**src/rtl/dma_bus_arbiter.sv**
```systemverilog
// dma_bus_arbiter
//
// Lends the Z80 external bus to up to NREQ DMA-style requesters. It asks the
// CPU for the bus via nBUSRQ and waits for nBUSACK. It then grants one
// requester at a time in round-robin order and caps each tenure at MAX_BURST
// cycles. After every release it leaves the CPU at least MIN_GAP cycles of
// bus ownership before asking again.
//
// Ports:
//   clk        system clock (same as the CPU CLK pin)
//   reset      synchronous, active-high reset
//   req        per-requester level request, held until the requester is done
//   gnt        one-hot grant (at most one bit set)
//   gnt_id     index of the current or most recent owner
//   dma_active external bus mux select, 1 = DMA owns the bus
//   nBUSRQ     bus request to the CPU, active-low
//   nBUSACK    bus acknowledge from the CPU, active-low, synchronous to clk
//
// All outputs come straight from flops.
module dma_bus_arbiter #(
    parameter int NREQ      = 2,
    parameter int MAX_BURST = 16,
    parameter int MIN_GAP   = 4
) (
    input  logic            clk,
    input  logic            reset,
    input  logic [NREQ-1:0] req,
    output logic [NREQ-1:0] gnt,
    output logic [1:0]      gnt_id,
    output logic            dma_active,
    output logic            nBUSRQ,
    input  logic            nBUSACK
);

    typedef enum logic [2:0] {
        S_IDLE     = 3'd0,
        S_WAIT_ACK = 3'd1,
        S_GRANT    = 3'd2,
        S_RELEASE  = 3'd3,
        S_GAP      = 3'd4
    } state_t;

    localparam logic [7:0] MAX_BURST_C = 8'(MAX_BURST);
    localparam logic [3:0] MIN_GAP_C   = 4'(MIN_GAP);

    state_t          state_r, state_s;
    logic [NREQ-1:0] gnt_r, gnt_s;
    logic [1:0]      gnt_id_r, gnt_id_s;
    logic            dma_active_r, dma_active_s;
    logic            nbusrq_r, nbusrq_s;
    logic [7:0]      burst_r, burst_s;
    logic [3:0]      gap_r, gap_s;
    logic [1:0]      rr_r, rr_s;

    logic            any_req_s;
    logic            owner_req_s;
    logic [1:0]      winner_s;
    logic [NREQ-1:0] winner_onehot_s;
    logic [1:0]      next_ptr_s;

    // First set request at or after ptr, wrapping modulo NREQ. Loops run
    // downward so the lowest qualifying index is the one left standing.
    function automatic logic [1:0] pick_winner(input logic [NREQ-1:0] r,
                                               input logic [1:0]      ptr);
        logic [1:0] hi_w;
        logic [1:0] lo_w;
        logic       hi_found;
        hi_w     = 2'd0;
        lo_w     = 2'd0;
        hi_found = 1'b0;
        for (int j = NREQ - 1; j >= 0; j--) begin
            if (r[j] && (j >= int'(ptr))) begin
                hi_w     = 2'(j);
                hi_found = 1'b1;
            end else begin
                hi_w = hi_w;
            end
            if (r[j]) begin
                lo_w = 2'(j);
            end else begin
                lo_w = lo_w;
            end
        end
        if (hi_found) begin
            return hi_w;
        end else begin
            return lo_w;
        end
    endfunction

    // Request summary, current owner's request and the next rr pointer.
    always_comb begin
        any_req_s   = |req;
        owner_req_s = 1'b0;
        for (int j = 0; j < NREQ; j++) begin
            if (2'(j) == gnt_id_r) begin
                owner_req_s = req[j];
            end else begin
                owner_req_s = owner_req_s;
            end
        end
        if (int'(gnt_id_r) >= NREQ - 1) begin
            next_ptr_s = 2'd0;
        end else begin
            next_ptr_s = gnt_id_r + 2'd1;
        end
    end

    // Round-robin winner and its one-hot grant vector.
    always_comb begin
        winner_s        = pick_winner(req, rr_r);
        winner_onehot_s = {NREQ{1'b0}};
        for (int j = 0; j < NREQ; j++) begin
            winner_onehot_s[j] = (2'(j) == winner_s);
        end
    end

    // Next-state and next-output logic for the bus ownership FSM.
    always_comb begin
        state_s      = state_r;
        gnt_s        = gnt_r;
        gnt_id_s     = gnt_id_r;
        dma_active_s = dma_active_r;
        nbusrq_s     = nbusrq_r;
        burst_s      = burst_r;
        gap_s        = gap_r;
        rr_s         = rr_r;
        case (state_r)
            S_IDLE: begin
                if (any_req_s) begin
                    state_s  = S_WAIT_ACK;
                    nbusrq_s = 1'b0;
                end else begin
                    nbusrq_s = 1'b1;
                end
            end
            S_WAIT_ACK: begin
                if (!nBUSACK && any_req_s) begin
                    state_s      = S_GRANT;
                    gnt_s        = winner_onehot_s;
                    gnt_id_s     = winner_s;
                    dma_active_s = 1'b1;
                    burst_s      = 8'd1;
                end else if (!any_req_s && nBUSACK) begin
                    // Nobody wants the bus and the CPU never let go: back off.
                    state_s  = S_IDLE;
                    nbusrq_s = 1'b1;
                end else if (!any_req_s) begin
                    // The CPU already acked, so hand the bus back properly.
                    state_s      = S_RELEASE;
                    gnt_s        = {NREQ{1'b0}};
                    dma_active_s = 1'b0;
                    nbusrq_s     = 1'b1;
                    rr_s         = next_ptr_s;
                end else begin
                    state_s = S_WAIT_ACK;
                end
            end
            S_GRANT: begin
                if (!owner_req_s || (burst_r == MAX_BURST_C)) begin
                    // Owner finished or used its full burst; a preempted
                    // owner keeps req high and competes again later.
                    state_s      = S_RELEASE;
                    gnt_s        = {NREQ{1'b0}};
                    dma_active_s = 1'b0;
                    nbusrq_s     = 1'b1;
                    rr_s         = next_ptr_s;
                end else begin
                    burst_s = burst_r + 8'd1;
                end
            end
            S_RELEASE: begin
                if (nBUSACK) begin
                    if (MIN_GAP_C == 4'd0) begin
                        state_s = S_IDLE;
                    end else begin
                        state_s = S_GAP;
                        gap_s   = MIN_GAP_C;
                    end
                end else begin
                    state_s = S_RELEASE;
                end
            end
            S_GAP: begin
                if (gap_r <= 4'd1) begin
                    state_s = S_IDLE;
                    gap_s   = 4'd0;
                end else begin
                    gap_s = gap_r - 4'd1;
                end
            end
            default: begin
                state_s      = S_IDLE;
                gnt_s        = {NREQ{1'b0}};
                dma_active_s = 1'b0;
                nbusrq_s     = 1'b1;
            end
        endcase
    end

    // State and output registers with synchronous reset.
    always_ff @(posedge clk) begin
        if (reset) begin
            state_r      <= S_IDLE;
            gnt_r        <= {NREQ{1'b0}};
            gnt_id_r     <= 2'd0;
            dma_active_r <= 1'b0;
            nbusrq_r     <= 1'b1;
            burst_r      <= 8'd0;
            gap_r        <= 4'd0;
            rr_r         <= 2'd0;
        end else begin
            state_r      <= state_s;
            gnt_r        <= gnt_s;
            gnt_id_r     <= gnt_id_s;
            dma_active_r <= dma_active_s;
            nbusrq_r     <= nbusrq_s;
            burst_r      <= burst_s;
            gap_r        <= gap_s;
            rr_r         <= rr_s;
        end
    end

    assign gnt        = gnt_r;
    assign gnt_id     = gnt_id_r;
    assign dma_active = dma_active_r;
    assign nBUSRQ     = nbusrq_r;

endmodule

```
**config.mk**
```make
export PLATFORM = sky130hd
export DESIGN_NAME = dma_bus_arbiter
export DESIGN_NICKNAME = d
export VERILOG_FILES = /design/src/rtl/dma_bus_arbiter.sv
export SDC_FILE = /design/constraint.sdc
export NUM_CORES = 1
export LEC_CHECK = 0
export BUFFER_PORTS_ARGS = -buffer_cell sky130_fd_sc_hd__buf_2
export CELL_PAD_IN_SITES_DETAIL_PLACEMENT = 2
export CELL_PAD_IN_SITES_GLOBAL_PLACEMENT = 2
export CORE_ASPECT_RATIO = 0.5
export CORE_MARGIN = 2
export CORE_UTILIZATION = 37
export DETAILED_ROUTE_END_ITERATION = 6
export PLACE_DENSITY_LB_ADDON = 0.08
export SETUP_SLACK_MARGIN = 0.05
export SYNTH_ARGS = -nofsm -noshare
export SYNTH_HDL_FRONTEND = slang
export SYNTH_SLANG_ARGS = --single-unit
```
**constraint.sdc**
```tcl
create_clock -name clk -period 3.73 [get_ports clk]
set_input_delay 0.1865 -clock clk [delete_from_list [all_inputs] [get_ports clk]]
set_output_delay 0.1865 -clock clk [all_outputs]
set_load 0.03 [all_outputs]
```
# After elaboration in Yosys (flattened, before gate mapping)
# Cells that the tools add are included.
dict set report word_totals {
  regBits 23
  latchBits 0
  ram_bits 0
  mem_bits_ro 0
  in_bits 5
  output_inout_bits 6
  word_cells 104
  memories 0
}
dict set report classes {
  add_sub_neg 3
  multipliers 0
  n_div 0
  order_cmp 4
  eq_ne 19
  shift 0
  mux 45
  n_bitwise 2
  n_reduce_logical 23
}
# cell n
set op_table {}
lappend op_table {{2-bit two-way mux} 15}
lappend op_table {{2-bit inequality test (second input constant)} 9}
lappend op_table {{8-bit two-way mux} 2}
lappend op_table {{8-bit one-hot mux with 2 select lines} 1}
lappend op_table {{1-bit two-way mux} 15}
lappend op_table {{3-bit one-hot mux with 5 select lines} 1}
lappend op_table {{3-bit two-way mux} 4}
lappend op_table {{3-bit inequality test (second input constant)} 3}
lappend op_table {{8-bit by 1-bit adder with 8-bit output (second input constant)} 1}
lappend op_table {{8-bit by 5-bit == test with 1-bit output (second input constant)} 1}
lappend op_table {{4-bit two-way mux} 2}
lappend op_table {{4-bit one-hot mux with 2 select lines} 1}
lappend op_table {{4-bit AND reduction} 2}
lappend op_table {{3-bit by 2-bit == test with 1-bit output (second input constant)} 2}
lappend op_table {{2-bit one-hot mux with 3 select lines} 1}
lappend op_table {{3-bit AND reduction} 2}
lappend op_table {{5-bit AND reduction} 1}
lappend op_table {{1-bit by 2-bit == test with 1-bit output (first input constant)} 2}
lappend op_table {{1-bit by 2-bit greater-or-equal comparator with 1-bit output (first input constant)} 2}
lappend op_table {{4-bit by 1-bit <= comparator with 1-bit output (second input constant)} 1}
lappend op_table {{1-bit logical AND} 4}
lappend op_table {{2-bit zero test} 2}
lappend op_table {{1-bit one-hot mux with 4 select lines} 1}
lappend op_table {{2-bit one-hot mux with 2 select lines} 1}
lappend op_table {{14 further kinds} 20}

# Longest topological paths before layout
# Gate-level depths: netlist of run 1.
dict set report logic_depth {
  word_depth 8
  mapped_depth 7
  ltp_nobuf 6
}

# Least setup slack after synthesis of run 1
# Ideal clock, no wire load.
dict set report synth_path {
  path_type {reg-to-reg}
  from {register state_r[0]}
  to {register burst_r[6]}
  setup_time_ns 0.074
  t_arrival_ns 1.700
  required_time_ns 3.656
  slack_ns 1.956
  stages_incl_launch_ff 7
  n_path_buf 2
  cell_sequence {dfxtp_1 > buf_6 > or3b_4 > a211o_1 > buf_6 > or3_1 > a31oi_1}
}
dict set report synth_between {
  elab_chain_cells 3
  elab_cells_between_ends 7
  cone_classes {4 x eq/ne; 1 x mux; 2 x reduce/logical}
}
# item line_no
set synth_lines {}
lappend synth_lines {{start, declared} 46} ;# state_t state_r, state_s;
lappend synth_lines {{start signal, assigned} 213} ;# state_r <= state_s;
lappend synth_lines {{3-bit by 2-bit == test with 1-bit output / 3-bit by 1-bit == test with 1-bit output (equally long branches)} 128} ;# case (state_r)
lappend synth_lines {{2-bit inequality test (no source line) / 2-bit nonzero test (equally long branches)} --}
lappend synth_lines {{3-bit AND reduction (no source line)} --}
lappend synth_lines {{end signal, assigned} 218} ;# burst_r <= burst_s;
lappend synth_lines {{end, declared} 51} ;# logic [7:0] burst_r, burst_s;
# Parallel ways exist; a longest one is shown, timed or not.
# A chain may end at the register's enable or synchronous reset.

# Worst setup path after layout of run 1
dict set report layout_path {
  from {register state_r[1]}
  to {register burst_r[7]}
}
# The elaborated chain is that of the path after synthesis.

==> results of run 1 <==
layout make-up:
class / count / area (µm²) / share of cell area [%]
Multi-Input combinational cell: 104 / 642 / 52.7
Sequential cell: 21 / 420 / 34.5
Tap cell: 40 / 50.0 / 4.11
Clock buffer: 4 / 45.0 / 3.70
Timing Repair Buffer: 9 / 45.0 / 3.70
Inverter: 4 / 15.0 / 1.23
path summary, 6_finish.rpt:
path,start,end,cells past startpoint
worst max-delay path,state_r[1],burst_r[7],4
worst min-delay path,nBUSACK,state_r[1],2
worst max register to register,state_r[1],burst_r[7],4
worst min register to register,rr_r[0],rr_r[0],2
logic make-up after synthesis:
| kind of cell | after synthesis |
|---|---|
| compound gates | 46 |
| xor+xnor | 1 |
| fa+ha+maj | 4 |
| buf+inv | 12 |
| flops | 21 |
| mux | 2 |
| other cells | 1 |
| simple gates | 50 |
cells in the mapped netlist (2+ instances only):
library cell | instances | area (µm²)
nor3b_1 | 2 | 15.0
a211oi_1 | 2 | 15.0
dfxtp_1 | 21 | 420
a21oi_1 | 18 | 90.1
nand2b_1 | 2 | 12.5
mux2i_1 | 2 | 20.0
buf_6 | 2 | 22.5
buf_4 | 2 | 15.0
nor3_1 | 7 | 35.0
clkbuf_1 | 3 | 11.3
o21bai_1 | 2 | 15.0
o21ai_0 | 8 | 40.0
ha_1 | 4 | 50.1
inv_1 | 4 | 15.0
a311oi_1 | 2 | 17.5
nor2_1 | 5 | 18.8
nor2b_1 | 3 | 18.8
a31oi_1 | 4 | 25.0
or3_1 | 4 | 25.0
nand3_1 | 10 | 50.1
nand2_1 | 10 | 37.5
and3_1 | 2 | 12.5
flip-flops by register name (all words and copies together) (netlist names):
register / flops
nBUSRQ: 1
gnt_id: 1
gap_r: 4
burst_r: 8
gnt: 2
state_r: 3
dma_active: 1
rr_r: 1
power by group through the flow:
| stage | clock, mW | sequential (mW) | combinational (mW) |
|---|---|---|---|
| CTS | 0.157 | 0.250 | 0.0786 |
| finish | 0.150 | 0.249 | 0.0772 |
| floorplan | 0 | 0.254 | 0.0612 |
| detailed placement | 0 | 0.255 | 0.0775 |
| global placement | 0 | 0.254 | 0.0758 |
| global route | 0.169 | 0.252 | 0.0873 |
layer usage:
layer  wire length, µm  global-route usage, %  up-vias
li1                  -                      -      511
met2              1270                   29.7        9
met3                67                   5.74        2
met5                 0                      0        -
met1              1490                   24.4      516
met4                 8                   3.00        0
through the flow:
stage                     instance area [µm²]  setup WS [ps]
after floorplan                          1130           1960
after global placement                   1170           1490
after detailed placement                 1170           1390
after CTS                                1220           1360
after global routing                     1220           1140
final                                    1220           1380
==> metrics.txt, run 1 <==
deepest clock path buffer count=2; fill count=365; CP peak stage delay=770 ps; clock network fraction of total power=31.5%; number of primary I/O pins=11; Synth Area per Inst=8.26 µm²; GRT Total Usage=18.4%; WL/cell=15.6 µm; async set or reset register ratio after synthesis=0%; multiplexer share of the synthesized area=1.77%; setup tns final=0 ps; post-layout min period=2350 ps; port bufs=9; logic gate share of total power=16.2%; clk sink count=21; Slew headroom=39.8%; RSZ-0062 raised after global routing=no; slew at the pin closest to its max-slew limit=901 ps; final core occ=41.1%; P_int=0.339 mW; gpl congestion=0.767; part of the cycle the worst path needs=63.0%; number of enable flip-flop cells after synthesis=0; worst min-delay path class=in -> reg; Cells after DPL=178; r2r setup slk=1380 ps; Power Total=0.477 mW; final setup fails=0; Max Cap Violations=0; grt total ovfl=0; First-pass DRT Iterations=4; crit path max fanout=15; hold_buf cts=0; number of global-route vias before repair=1015; Final Hold Fails=0; Net Sw Power=0.138 mW; cts bufs inserted=3; # resized after CTS=0; Synth Area in XOR/XNOR=0.774%; H-tree Lvls=1; largest net degree at the start of global routing=21; Critical Path, Cell by Cell=or3b_4, a211oi_2, o21ai_0, a311oi_1; Die Area=0.00354 mm²; sequential fraction of the synthesis area=37.2%; die width=82.2 µm; Final HPWL DP=2.06 mm; Critical Path AT=2520 ps; first-pass GRT wire length=4.86 mm; drt drc=0; DR iter-0 viols=47; sequential share of power=52.3%; # diodes=0; Synth Area in Adders=4.42%; Crit path max-delay family=compound AO/OA/AOI/OAI gates; Row Count=14; layout cells sized above 1=10.6%; Netlist cell types=40; Routed Antenna Nets=0; Pwr per Cell Area=392 mW/mm²; Cell Count, Final, Fillers Out=182; area of the core=0.00296 mm²; chip height=43.1 µm; total wire length=2.84 mm; WHS=224 ps; antenna violations before repair=0; CTS tree=yes; most frequent cells in the layout=dfxtp_1, a21oi_1, nand3_1, nand2_1, buf_2; crit path launch type=flip-flop; initial core utilization=38.2%; Highest Clock Rate=425 MHz; Crit path buffers/inverters=0; clk root buf=clkbuf_8; Vias/cell=5.70; Setup crit end kind=flip-flop; Pleak=0.433 nW; commonest non-fill, non-tap cell in the layout=dfxtp_1; Synth Register Bits=21; Mapped Nets=146; Final nets=152; Sw Share=28.9%; status=completed; Worst-path clk slew=80 ps; Final Max Tran Viols=0; worst path required time=3900 ps; Synthesis Warnings=0; Fin Clk Skew=2.92 ps; synthesized cell area=0.00113 mm²; Primary FF master, synth=dfxtp_1; Syn Inst Count=137; Post-Synth Simple-Gate Area=23.9%; Vias=1038; area grow syn2layout=7.63%; Synth Area in Compound Gates=25.6%; worst setup path class=reg -> reg; worst skew pair latency=260 ps; combinational family with the most area after synthesis=compound AO/OA/AOI/OAI gates; Crit-path slowest cell=a211oi_2; Max rail drop VDD=0.127 mV; Post-CTS Setup Inserts=0
(Power assumes the default switching activity.)
==> run 2, diff against run 1 <==
--- a/config.mk
+++ b/config.mk
@@ -10,7 +10,7 @@
 export CELL_PAD_IN_SITES_GLOBAL_PLACEMENT = 2
 export CORE_ASPECT_RATIO = 0.5
 export CORE_MARGIN = 2
-export CORE_UTILIZATION = 37
+export CORE_UTILIZATION = 31
 export DETAILED_ROUTE_END_ITERATION = 6
 export PLACE_DENSITY_LB_ADDON = 0.08
 export SETUP_SLACK_MARGIN = 0.05
==> constraint.sdc (replaced) <==
create_clock -name clk -period 2.1 [get_ports clk]
set_input_delay 0.105 -clock clk [delete_from_list [all_inputs] [get_ports clk]]
set_output_delay 0.105 -clock clk [all_outputs]
set_load 0.03 [all_outputs]
==> metrics.txt, run 2 (same netlist as run 1, synthesis figures left out) <==
die width=89.4 µm; RSZ-0062 raised after global routing=no; Largest regs=burst_r: 8 flops, gap_r: 4 flops, state_r: 3 flops; largest net degree at the start of global routing=21; grt total ovfl=0; crit path max fanout=12; Pleak=0.468 nW; Final HPWL DP=2.27 mm; clk sink count=21; Row Count=15; Final Hold Fails=0; post-layout min period=1860 ps; crit path launch type=flip-flop; Area after DPL=0.00123 mm²; area grow syn2layout=13.5%; fin area=0.00128 mm²; Final Max Tran Viols=0; number of primary I/O pins=11; total wire length=3.08 mm; Critical Path AT=2070 ps; status=completed; most frequent cells in the layout=dfxtp_1, a21oi_1, nand3_1, nand2_1, buf_2; Power Total=0.874 mW; drt drc=0; Max Cap Violations=0; WL/cell=15.5 µm; setup tns final=0 ps; final core occ=37.0%; Fin Clk Skew=4.03 ps; Slew headroom=45.0%; Vias/cell=5.30; antenna violations before repair=0; First-pass DRT Iterations=4; Post-CTS Setup Inserts=0; Crit path buffers/inverters=2; Highest Clock Rate=537 MHz; hold_buf cts=0; Crit path max-delay family=simple AND/OR/NAND/NOR gates; slew at the pin closest to its max-slew limit=819 ps; Crit-path slowest cell=dfxtp_1; area of the core=0.00347 mm²; port bufs=9; # diodes=0; worst setup path class=reg -> reg; gpl congestion=0.756; Max rail drop VDD=0.227 mV; Final nets=158; part of the cycle the worst path needs=88.7%; clk root buf=clkbuf_8; initial core utilization=32.6%; max reg flops=8; commonest non-fill, non-tap cell in the layout=dfxtp_1; Critical Path, Cell by Cell=inv_1, ha_1, nor4bb_2, a211oi_2, buf_4, or3_1, a21oi_1; worst skew pair latency=270 ps; Cells after DPL=195; CP peak stage delay=360 ps; Die Area=0.00418 mm²; chip height=46.7 µm; DR iter-0 viols=13; final setup fails=0; Worst-path clk slew=80 ps; GRT Total Usage=16.3%; cts bufs inserted=3; H-tree Lvls=1; Biggest register=burst_r; Vias=1055; deepest clock path buffer count=2; Cell Count, Final, Fillers Out=199; number of global-route vias before repair=1034; worst path required time=2300 ps; worst min-delay path class=in -> reg; Routed Antenna Nets=0; Pwr per Cell Area=681 mW/mm²; Setup crit end kind=flip-flop; layout cells sized above 1=15.5%; CTS tree=yes; first-pass GRT wire length=4.95 mm
==> run 2: cell count changes in the layout (fill, tap and decap cells not counted) <==
| cell | change |
|---|---|
| clkinv_2 | +1 |
| nor4bb_2 | +1 |
| nor4bb_1 | -1 |
| buf_4 | +6 |
| clkbuf_1 | -1 |
==> run 2: per-stage QoR <==
step | setup WS [ps] | hold slack, ps
2_1_floorplan | 326 | 222
3_3_place_gp | 282 | 408
3_5_place_dp | 171 | 416
4_1_cts | 140 | 119
5_1_grt | 143 | 139
6_report | 237 | 130
==> run 2: what timing repair did <==
action	in CTS	in global routing
setup endpoints to repair	0	1
resized for setup	0	1
endpoints found under the hold margin	0	0
==> run 2: final timing paths <==
kind,start,end,slack (ps),cells past startpoint
setup / recovery,burst_r[0],rr_r[0],240,7
hold / removal,nBUSACK,state_r[1],130,2
setup reg to reg,burst_r[0],rr_r[0],240,7
hold reg to reg,gnt[0],gnt[0],480,2
==> run 2: routing by layer <==
metal / up-vias / wire (µm) / GRT usage, %
met5: - / 0 / 0
met4: 0 / 35 / 5.07
met3: 7 / 108 / 5.02
met2: 9 / 1390 / 27.6
met1: 513 / 1540 / 20.3
li1: 526 / - / -
==> run 2: power by group <==
part	internal [mW]	switching, mW	leakage (nW)
sequential	0.417	0.0175	0.171
clock	0.133	0.145	0.0255
combinational	0.0629	0.0992	0.272
==> run 2: final cells by class <==
type	count	area [µm²]
Clock buffer	3	41.3
Clock inverter	1	5.00
Fill cell	403	2190
Inverter	4	15.0
Multi-Input combinational cell	104	648
Sequential cell	21	420
Tap cell	51	63.8
Timing Repair Buffer	15	90.1
